### config.mk
export PLATFORM = sky130hd
export DESIGN_NAME = toggle_arbiter_flat
export DESIGN_NICKNAME = d
export VERILOG_FILES = /design/src/rtl/toggle_arbiter_pkg.sv /design/src/rtl/toggle_arbiter_if.sv /design/src/rtl/toggle_arbiter_cell.sv /design/src/rtl/toggle_arbiter.sv /design/src/flat_wrapper.sv
export SDC_FILE = /design/constraint.sdc
export NUM_CORES = 1
export LEC_CHECK = 0
export CORE_MARGIN = 3
export CORE_UTILIZATION = 51
export DETAILED_ROUTE_END_ITERATION = 16
export GPL_TIMING_DRIVEN = 0
export PLACE_DENSITY_LB_ADDON = 0.12
export SYNTH_ARGS = -nofsm -noshare
export SYNTH_HDL_FRONTEND = slang
export SYNTH_HIERARCHICAL = 1
export SYNTH_SLANG_ARGS = --single-unit
### constraint.sdc
create_clock -name clk -period 3.5 [get_ports clk]
set_input_delay 1.05 -clock clk [delete_from_list [all_inputs] [get_ports clk]]
set_output_delay 1.05 -clock clk [all_outputs]
set_load 0.02 [all_outputs]
### src/rtl/toggle_arbiter_pkg.sv
// Shared types and constants for the toggle arbiter slice.
package toggle_arbiter_pkg;

  localparam int DEFAULT_NREQ = 4;

  typedef enum logic [1:0] {
    ST_IDLE  = 2'd0,
    ST_ISSUE = 2'd1,
    ST_RESP  = 2'd2
  } arbState_e;

endpackage

### src/rtl/toggle_arbiter_if.sv
// Request/grant bundle between client logic and the shared toggle arbiter.
interface toggle_arbiter_if
  import toggle_arbiter_pkg::*;
#(
  parameter int NREQ = DEFAULT_NREQ
) ();

  logic [NREQ-1:0] req;
  logic [NREQ-1:0] d_in;
  logic [NREQ-1:0] gnt;
  logic [NREQ-1:0] ack;
  logic            q_out;
  logic            busy;

  modport master (output req, d_in, input gnt, ack, q_out, busy);
  modport slave  (input req, d_in, output gnt, ack, q_out, busy);

endinterface

### src/rtl/toggle_arbiter_cell.sv
// Enable-gated toggle flip-flop shared by all requesters of the arbiter.
module toggle_arbiter_cell (
  input  logic clk,
  input  logic rst_n,
  input  logic en_i,
  input  logic d_i,
  output logic q_o
);

  logic q_q;
  logic q_d;

  assign q_d = en_i ? (q_q ^ d_i) : q_q;

  always_ff @(posedge clk) begin
    if (!rst_n) begin
      q_q <= 1'b0;
    end else begin
      q_q <= q_d;
    end
  end

  assign q_o = q_q;

endmodule

### src/rtl/toggle_arbiter.sv
// Round-robin arbiter granting one toggle operation at a time on a shared cell,
// acknowledging each with the updated cell state.
module toggle_arbiter
  import toggle_arbiter_pkg::*;
#(
  parameter int NREQ = DEFAULT_NREQ
) (
  input logic clk,
  input logic rst_n,
  toggle_arbiter_if.slave bus
);

  localparam int PW = (NREQ > 1) ? $clog2(NREQ) : 1;

  arbState_e       state_q;
  logic [NREQ-1:0] gnt_q;
  logic [NREQ-1:0] ack_q;
  logic [PW-1:0]   ptr_q;
  logic [PW-1:0]   sel_q;

  logic [NREQ-1:0] selOneHot;
  logic [NREQ-1:0] pickReq;
  logic [PW-1:0]   pickFrom;
  logic [PW:0]     pick;
  logic [NREQ-1:0] pickOneHot;
  logic            cellEn;
  logic            cellD;
  logic            cellQ;

  // Rotate so the slot after 'last' sits at bit 0, take the lowest set bit, rotate back.
  function automatic logic [PW:0] rrPick(input logic [NREQ-1:0] reqs,
                                         input logic [PW-1:0]   last);
    logic [NREQ-1:0] rot;
    int              startIdx;
    int              k;
    startIdx = (int'(last) + 1) % NREQ;
    rot      = NREQ'({reqs, reqs} >> startIdx);
    k        = -1;
    for (int i = NREQ - 1; i >= 0; i--) begin
      if (rot[i]) k = i;
    end
    if (k < 0) return '0;
    return {1'b1, PW'((startIdx + k) % NREQ)};
  endfunction

  // In RESP the requester just served is masked and the search starts after it.
  always_comb begin
    selOneHot        = '0;
    selOneHot[sel_q] = 1'b1;
    pickReq          = bus.req;
    pickFrom         = ptr_q;
    if (state_q == ST_RESP) begin
      pickReq  = bus.req & ~selOneHot;
      pickFrom = sel_q;
    end
    pick                       = rrPick(pickReq, pickFrom);
    pickOneHot                 = '0;
    pickOneHot[pick[PW-1:0]]   = pick[PW];
  end

  always_ff @(posedge clk) begin
    if (!rst_n) begin
      state_q <= ST_IDLE;
      gnt_q   <= '0;
      ack_q   <= '0;
      ptr_q   <= PW'(NREQ - 1);
      sel_q   <= '0;
    end else begin
      gnt_q <= '0;
      ack_q <= '0;
      case (state_q)
        ST_IDLE: begin
          if (pick[PW]) begin
            state_q <= ST_ISSUE;
            sel_q   <= pick[PW-1:0];
            gnt_q   <= pickOneHot;
          end
        end
        ST_ISSUE: begin
          state_q <= ST_RESP;
          ack_q   <= selOneHot;
        end
        ST_RESP: begin
          ptr_q <= sel_q;
          if (pick[PW]) begin
            state_q <= ST_ISSUE;
            sel_q   <= pick[PW-1:0];
            gnt_q   <= pickOneHot;
          end else begin
            state_q <= ST_IDLE;
          end
        end
        default: state_q <= ST_IDLE;
      endcase
    end
  end

  assign cellEn = (state_q == ST_ISSUE);
  assign cellD  = bus.d_in[sel_q];

  toggle_arbiter_cell u_cell (
    .clk   (clk),
    .rst_n (rst_n),
    .en_i  (cellEn),
    .d_i   (cellD),
    .q_o   (cellQ)
  );

  assign bus.gnt   = gnt_q;
  assign bus.ack   = ack_q;
  assign bus.q_out = cellQ;
  assign bus.busy  = (state_q != ST_IDLE);

endmodule

### src/flat_wrapper.sv
// flat-port wrapper written by rule: the top's interface ports become plain ports
module toggle_arbiter_flat import toggle_arbiter_pkg::*;
#(
  parameter int NREQ = DEFAULT_NREQ
)
  (clk, rst_n, bus_req, bus_d_in, bus_gnt, bus_ack, bus_q_out, bus_busy);
  toggle_arbiter_if #(.NREQ(NREQ)) bus_i ();
  input logic clk;
  input logic rst_n;
  input wire logic [$bits(bus_i.req)-1:0] bus_req;
  input wire logic [$bits(bus_i.d_in)-1:0] bus_d_in;
  output wire logic [$bits(bus_i.gnt)-1:0] bus_gnt;
  output wire logic [$bits(bus_i.ack)-1:0] bus_ack;
  output wire logic [$bits(bus_i.q_out)-1:0] bus_q_out;
  output wire logic [$bits(bus_i.busy)-1:0] bus_busy;
  assign bus_i.req = bus_req;
  assign bus_i.d_in = bus_d_in;
  assign bus_gnt = bus_i.gnt;
  assign bus_ack = bus_i.ack;
  assign bus_q_out = bus_i.q_out;
  assign bus_busy = bus_i.busy;
  toggle_arbiter #(.NREQ(NREQ)) u_core (.clk(clk), .rst_n(rst_n), .bus(bus_i));
endmodule
==> results.sh <==
export IMPL_synthArstFlopShare_pct=0
export IMPL_pwr_dens_nw_per_um2=422
export IMPL_initial_utilization_pct=58.5
export IMPL_cts_buffers_inserted=3
export IMPL_routed_via_density=5.71
export IMPL_layout_worst_path_cycle_share_pct=74.1
export IMPL_antenna_found_initial=0
export IMPL_floorplan_die_width_um=46.1
export IMPL_synth_cell_type_count=40
export IMPL_cts_tree="built"
export IMPL_gr_usage_all_layers_pct=18.8
export IMPL_fin_tns_setup_ns=0
export IMPL_grt_setup_unrepaired="false"
export IMPL_timing_final_hold_violations=0
export IMPL_setup_violations_final=0
export IMPL_post_synth_top_area_fraction_pct=36.7
export IMPL_dr_pass1_iters=4
export IMPL_timing_critical_path_from_type="input port"
export IMPL_relSlewSlack_pct=68.1
export IMPL_stdcell_area_um2=1050
export IMPL_height_of_the_chip_um=46.1
export IMPL_detailedRoute_firstIterationViolations=46
export IMPL_num_nets_final=123
export IMPL_post_cts_buffers=0
export IMPL_shortest_clock_period_the_worst_path_allows_after_layout_ns=2.59
export IMPL_ctsResizeCount=0
export IMPL_drv_cap=0
export IMPL_top_level_ports=20
export IMPL_via_count=720
export IMPL_yosysWarnings=6
export IMPL_netlist_top_cell_by_area="sky130_fd_sc_hd__dfxtp_1"
export IMPL_drt_wl_total_um=1730
export IMPL_totalPowerFinal_w=0.000445
export IMPL_reg2reg_launch_point="u_core/state_q[0]"
export IMPL_post_synthesis_cell_area_um2=818
export IMPL_cp_arrival_ns=2.81
export IMPL_slowest_delay_ns=0.53
export IMPL_critPathLaunch="bus_req[2]"
export IMPL_timing_critical_path_buf_inv=1
export IMPL_floorplan_core_area_um2=1400
export IMPL_seqPwrFrac_pct=44.5
export IMPL_fmax_mhz=386
export IMPL_clk_transition_reported_paths_ns=0.09
export IMPL_synth_edf_count=0
export IMPL_layout_setup_ws_ns=0.906
export IMPL_slowest_stage="sky130_fd_sc_hd__clkdlybuf4s50_1"
export IMPL_hold_path_class="flop to flop"
export IMPL_dp_worst_setup_slack_ns=0.623
export IMPL_gp_routability_congestion=0.832
export IMPL_run_status="finished clean"
export IMPL_areaGrowthSynthToFinish_pct=28.9
export IMPL_pin_count_of_the_biggest_net_entering_global_routing=11
export IMPL_cts_path_max_buffers=2
export IMPL_timing_reg2reg_setup_slack_ns=1.24
export IMPL_grt_first_pass_wirelength_um=2810
export IMPL_cp_top_family="buffers and inverters"
export IMPL_post_detailed_route_drc_marker_count=0
export IMPL_clock_skew_final_ns=0.00176
export IMPL_synth_area_top_cells="sky130_fd_sc_hd__dfxtp_1 37%, sky130_fd_sc_hd__mux2i_1 4.9%, sky130_fd_sc_hd__nand2_1 4.6%"
export IMPL_power_switching_share_pct=32.5
export IMPL_final_max_slew_violation_count=0
export IMPL_post_dp_hpwl_um=1260
export IMPL_syn_avg_cell_area_um2=9.30
export IMPL_comb_power_share_pct=33.1
export IMPL_cts_hold_buffers=0
export IMPL_dpl_instance_area_um2=1030
export IMPL_worstSetupPathType="input port to flop"
export IMPL_worst_slew_pin_transition_ns=0.466
export IMPL_numPortBuffers=19
export IMPL_worst_ep_required_time_ns=3.72
export IMPL_crit_path_end_kind="flop"
export IMPL_netlist_instances=88
export IMPL_post_route_cells_drive_above_1_share_pct=14.4
export IMPL_number_of_global_route_vias_before_repair=634
export IMPL_p_clk_share_pct=22.4
export IMPL_route_detailed_wl_per_inst_um=13.7
export IMPL_max_vdd_ir_drop_mv=0.251
export IMPL_fp_dieArea_um2=2120
export IMPL_path_cells="clkdlybuf4s50_1 -> o21a_1 -> nand2_1 -> a21oi_1 -> o21ai_1 -> o21ai_1 -> ha_1 -> xor2_2 -> nor3b_2"
export IMPL_p_switching_w=0.000145
export IMPL_worst_hold_startpoint="u_core/u_cell/q_o"
export IMPL_num_antenna_cells=0
export IMPL_postSynth_topFlopCell="sky130_fd_sc_hd__dfxtp_1"
export IMPL_row_count=13
export IMPL_overflow=0
export IMPL_final_util_pct=75.4
export IMPL_cell_mode_on_critical_path="sky130_fd_sc_hd__o21ai_1"
export IMPL_critical_path_peak_fanout=4
export IMPL_synth_yosys_seq_area_share_pct=36.7
export IMPL_htreeDepth=1
export IMPL_worst_skew_pair_late_latency_ns=0.28
export IMPL_clkSinkCount=15
export IMPL_internal_power_w=0.000300
export IMPL_leakage_nw=0.441
export IMPL_clk_tree_root_cell="sky130_fd_sc_hd__clkbuf_4"
export IMPL_postSynthRegisterBits=15
export IMPL_drtAntennaViolNets=0
export IMPL_syn_num_nets=99
[state kept, by name, indices dropped and copies added (netlist names)]
name and flops:
u_core/bus.ack 4, u_core/bus.gnt 4, u_core/ptr_q 2, u_core/sel_q 2, u_core/state_q 2, u_core/u_cell/q_o 1
[cells in the final DEF (no fill, tap or decap), types with 3 or more instances in the layout]
cell type	count
sky130_fd_sc_hd__a21oi_1	4
sky130_fd_sc_hd__and3_1	3
sky130_fd_sc_hd__dfxtp_1	15
sky130_fd_sc_hd__mux2i_1	4
sky130_fd_sc_hd__nand2_1	10
sky130_fd_sc_hd__buf_2	3
sky130_fd_sc_hd__nor2_1	5
sky130_fd_sc_hd__clkbuf_4	3
sky130_fd_sc_hd__clkdlybuf4s50_1	19
[metal layers]
layer	vias to the layer above	wire length [µm]	global-route usage (%)
met5	-	0	0
met1	322	732	24.3
met3	2	170	3.91
li1	364	-	-
met2	32	809	28.8
met4	0	19	10.2
[cell type report]
| type | instances | area (µm²) |
|---|---|---|
| Clock inverter | 1 | 5.00 |
| Clock buffer | 3 | 22.5 |
| Multi-Input combinational cell | 68 | 495 |
| Timing Repair Buffer | 19 | 190 |
| Sequential cell | 15 | 300 |
| Tap cell | 15 | 18.8 |
| Inverter | 2 | 7.51 |
| Fill cell | 109 | 344 |
| Buffer | 3 | 15.0 |
[synthesized netlist by cell type (2+ instances only)]
cell type                  instances
sky130_fd_sc_hd__inv_1             2
sky130_fd_sc_hd__a21oi_1           4
sky130_fd_sc_hd__xnor2_1           2
sky130_fd_sc_hd__mux2i_1           4
sky130_fd_sc_hd__and3_1            3
sky130_fd_sc_hd__nand2b_1          2
sky130_fd_sc_hd__dfxtp_1          15
sky130_fd_sc_hd__or3b_1            2
sky130_fd_sc_hd__nand3_1           2
sky130_fd_sc_hd__o21a_1            2
sky130_fd_sc_hd__nor3b_1           2
sky130_fd_sc_hd__o21ai_1           2
sky130_fd_sc_hd__buf_2             3
sky130_fd_sc_hd__nand3b_1          2
sky130_fd_sc_hd__and2_1            2
sky130_fd_sc_hd__nor2_1            5
sky130_fd_sc_hd__nand2_1          10
sky130_fd_sc_hd__nor3_1            2
[worst reg2reg max path, cell delays in order (launching register included)]
cell                       delay (ns)
sky130_fd_sc_hd__dfxtp_1         0.47
sky130_fd_sc_hd__nand2b_1        0.14
sky130_fd_sc_hd__buf_2           0.20
sky130_fd_sc_hd__mux2_4          0.36
sky130_fd_sc_hd__nor3_1          0.19
sky130_fd_sc_hd__o21ai_1         0.08
sky130_fd_sc_hd__o21ai_1         0.11
sky130_fd_sc_hd__ha_1            0.25
sky130_fd_sc_hd__xor2_2          0.21
sky130_fd_sc_hd__nor3b_2         0.20
[cells by family (layout without fill, tap and decap cells)]
| group | count (synthesis) | in the layout | synth area share (%) |
|---|---|---|---|
| DFF | 15 | 15 | 36.7 |
| muxes | 6 | 6 | 9.48 |
| buffers and inverters | 5 | 28 | 2.75 |
| xor gates and xnor gates | 3 | 3 | 4.13 |
| and+or+nand+nor | 41 | 41 | 30.3 |
| AOI/OAI and AO/OA | 17 | 17 | 15.1 |
| adders and majority gates | 1 | 1 | 1.53 |
[path summary, 6_finish.rpt]
kind                                          end  cells past startpoint
worst max-delay path            u_core/bus.gnt[2]                      9
worst min-delay path            u_core/u_cell/q_o                      2
worst max register to register  u_core/bus.gnt[2]                      9
worst min register to register  u_core/u_cell/q_o                      2
[power by group through the flow]
stage | clock network, W | logic (W) | registers, W
after floorplan | 0 | 0.0000877 | 0.000210
after global placement | 0 | 0.000143 | 0.000201
after detailed placement | 0 | 0.000146 | 0.000202
after CTS | 0.000103 | 0.000147 | 0.000198
after global routing | 0.000110 | 0.000161 | 0.000201
final | 0.0000996 | 0.000147 | 0.000198
[per-stage QoR]
| stage | hold WS (ns) | cells |
|---|---|---|
| detailed placement | 0.468 | 122 |
| floorplan | 0.460 | 88 |
| global route | 0.510 | 126 |
| global placement | 0.456 | 122 |
| finish | 0.477 | 126 |
| CTS | 0.481 | 126 |
Power figures use the tool's default switching activity.
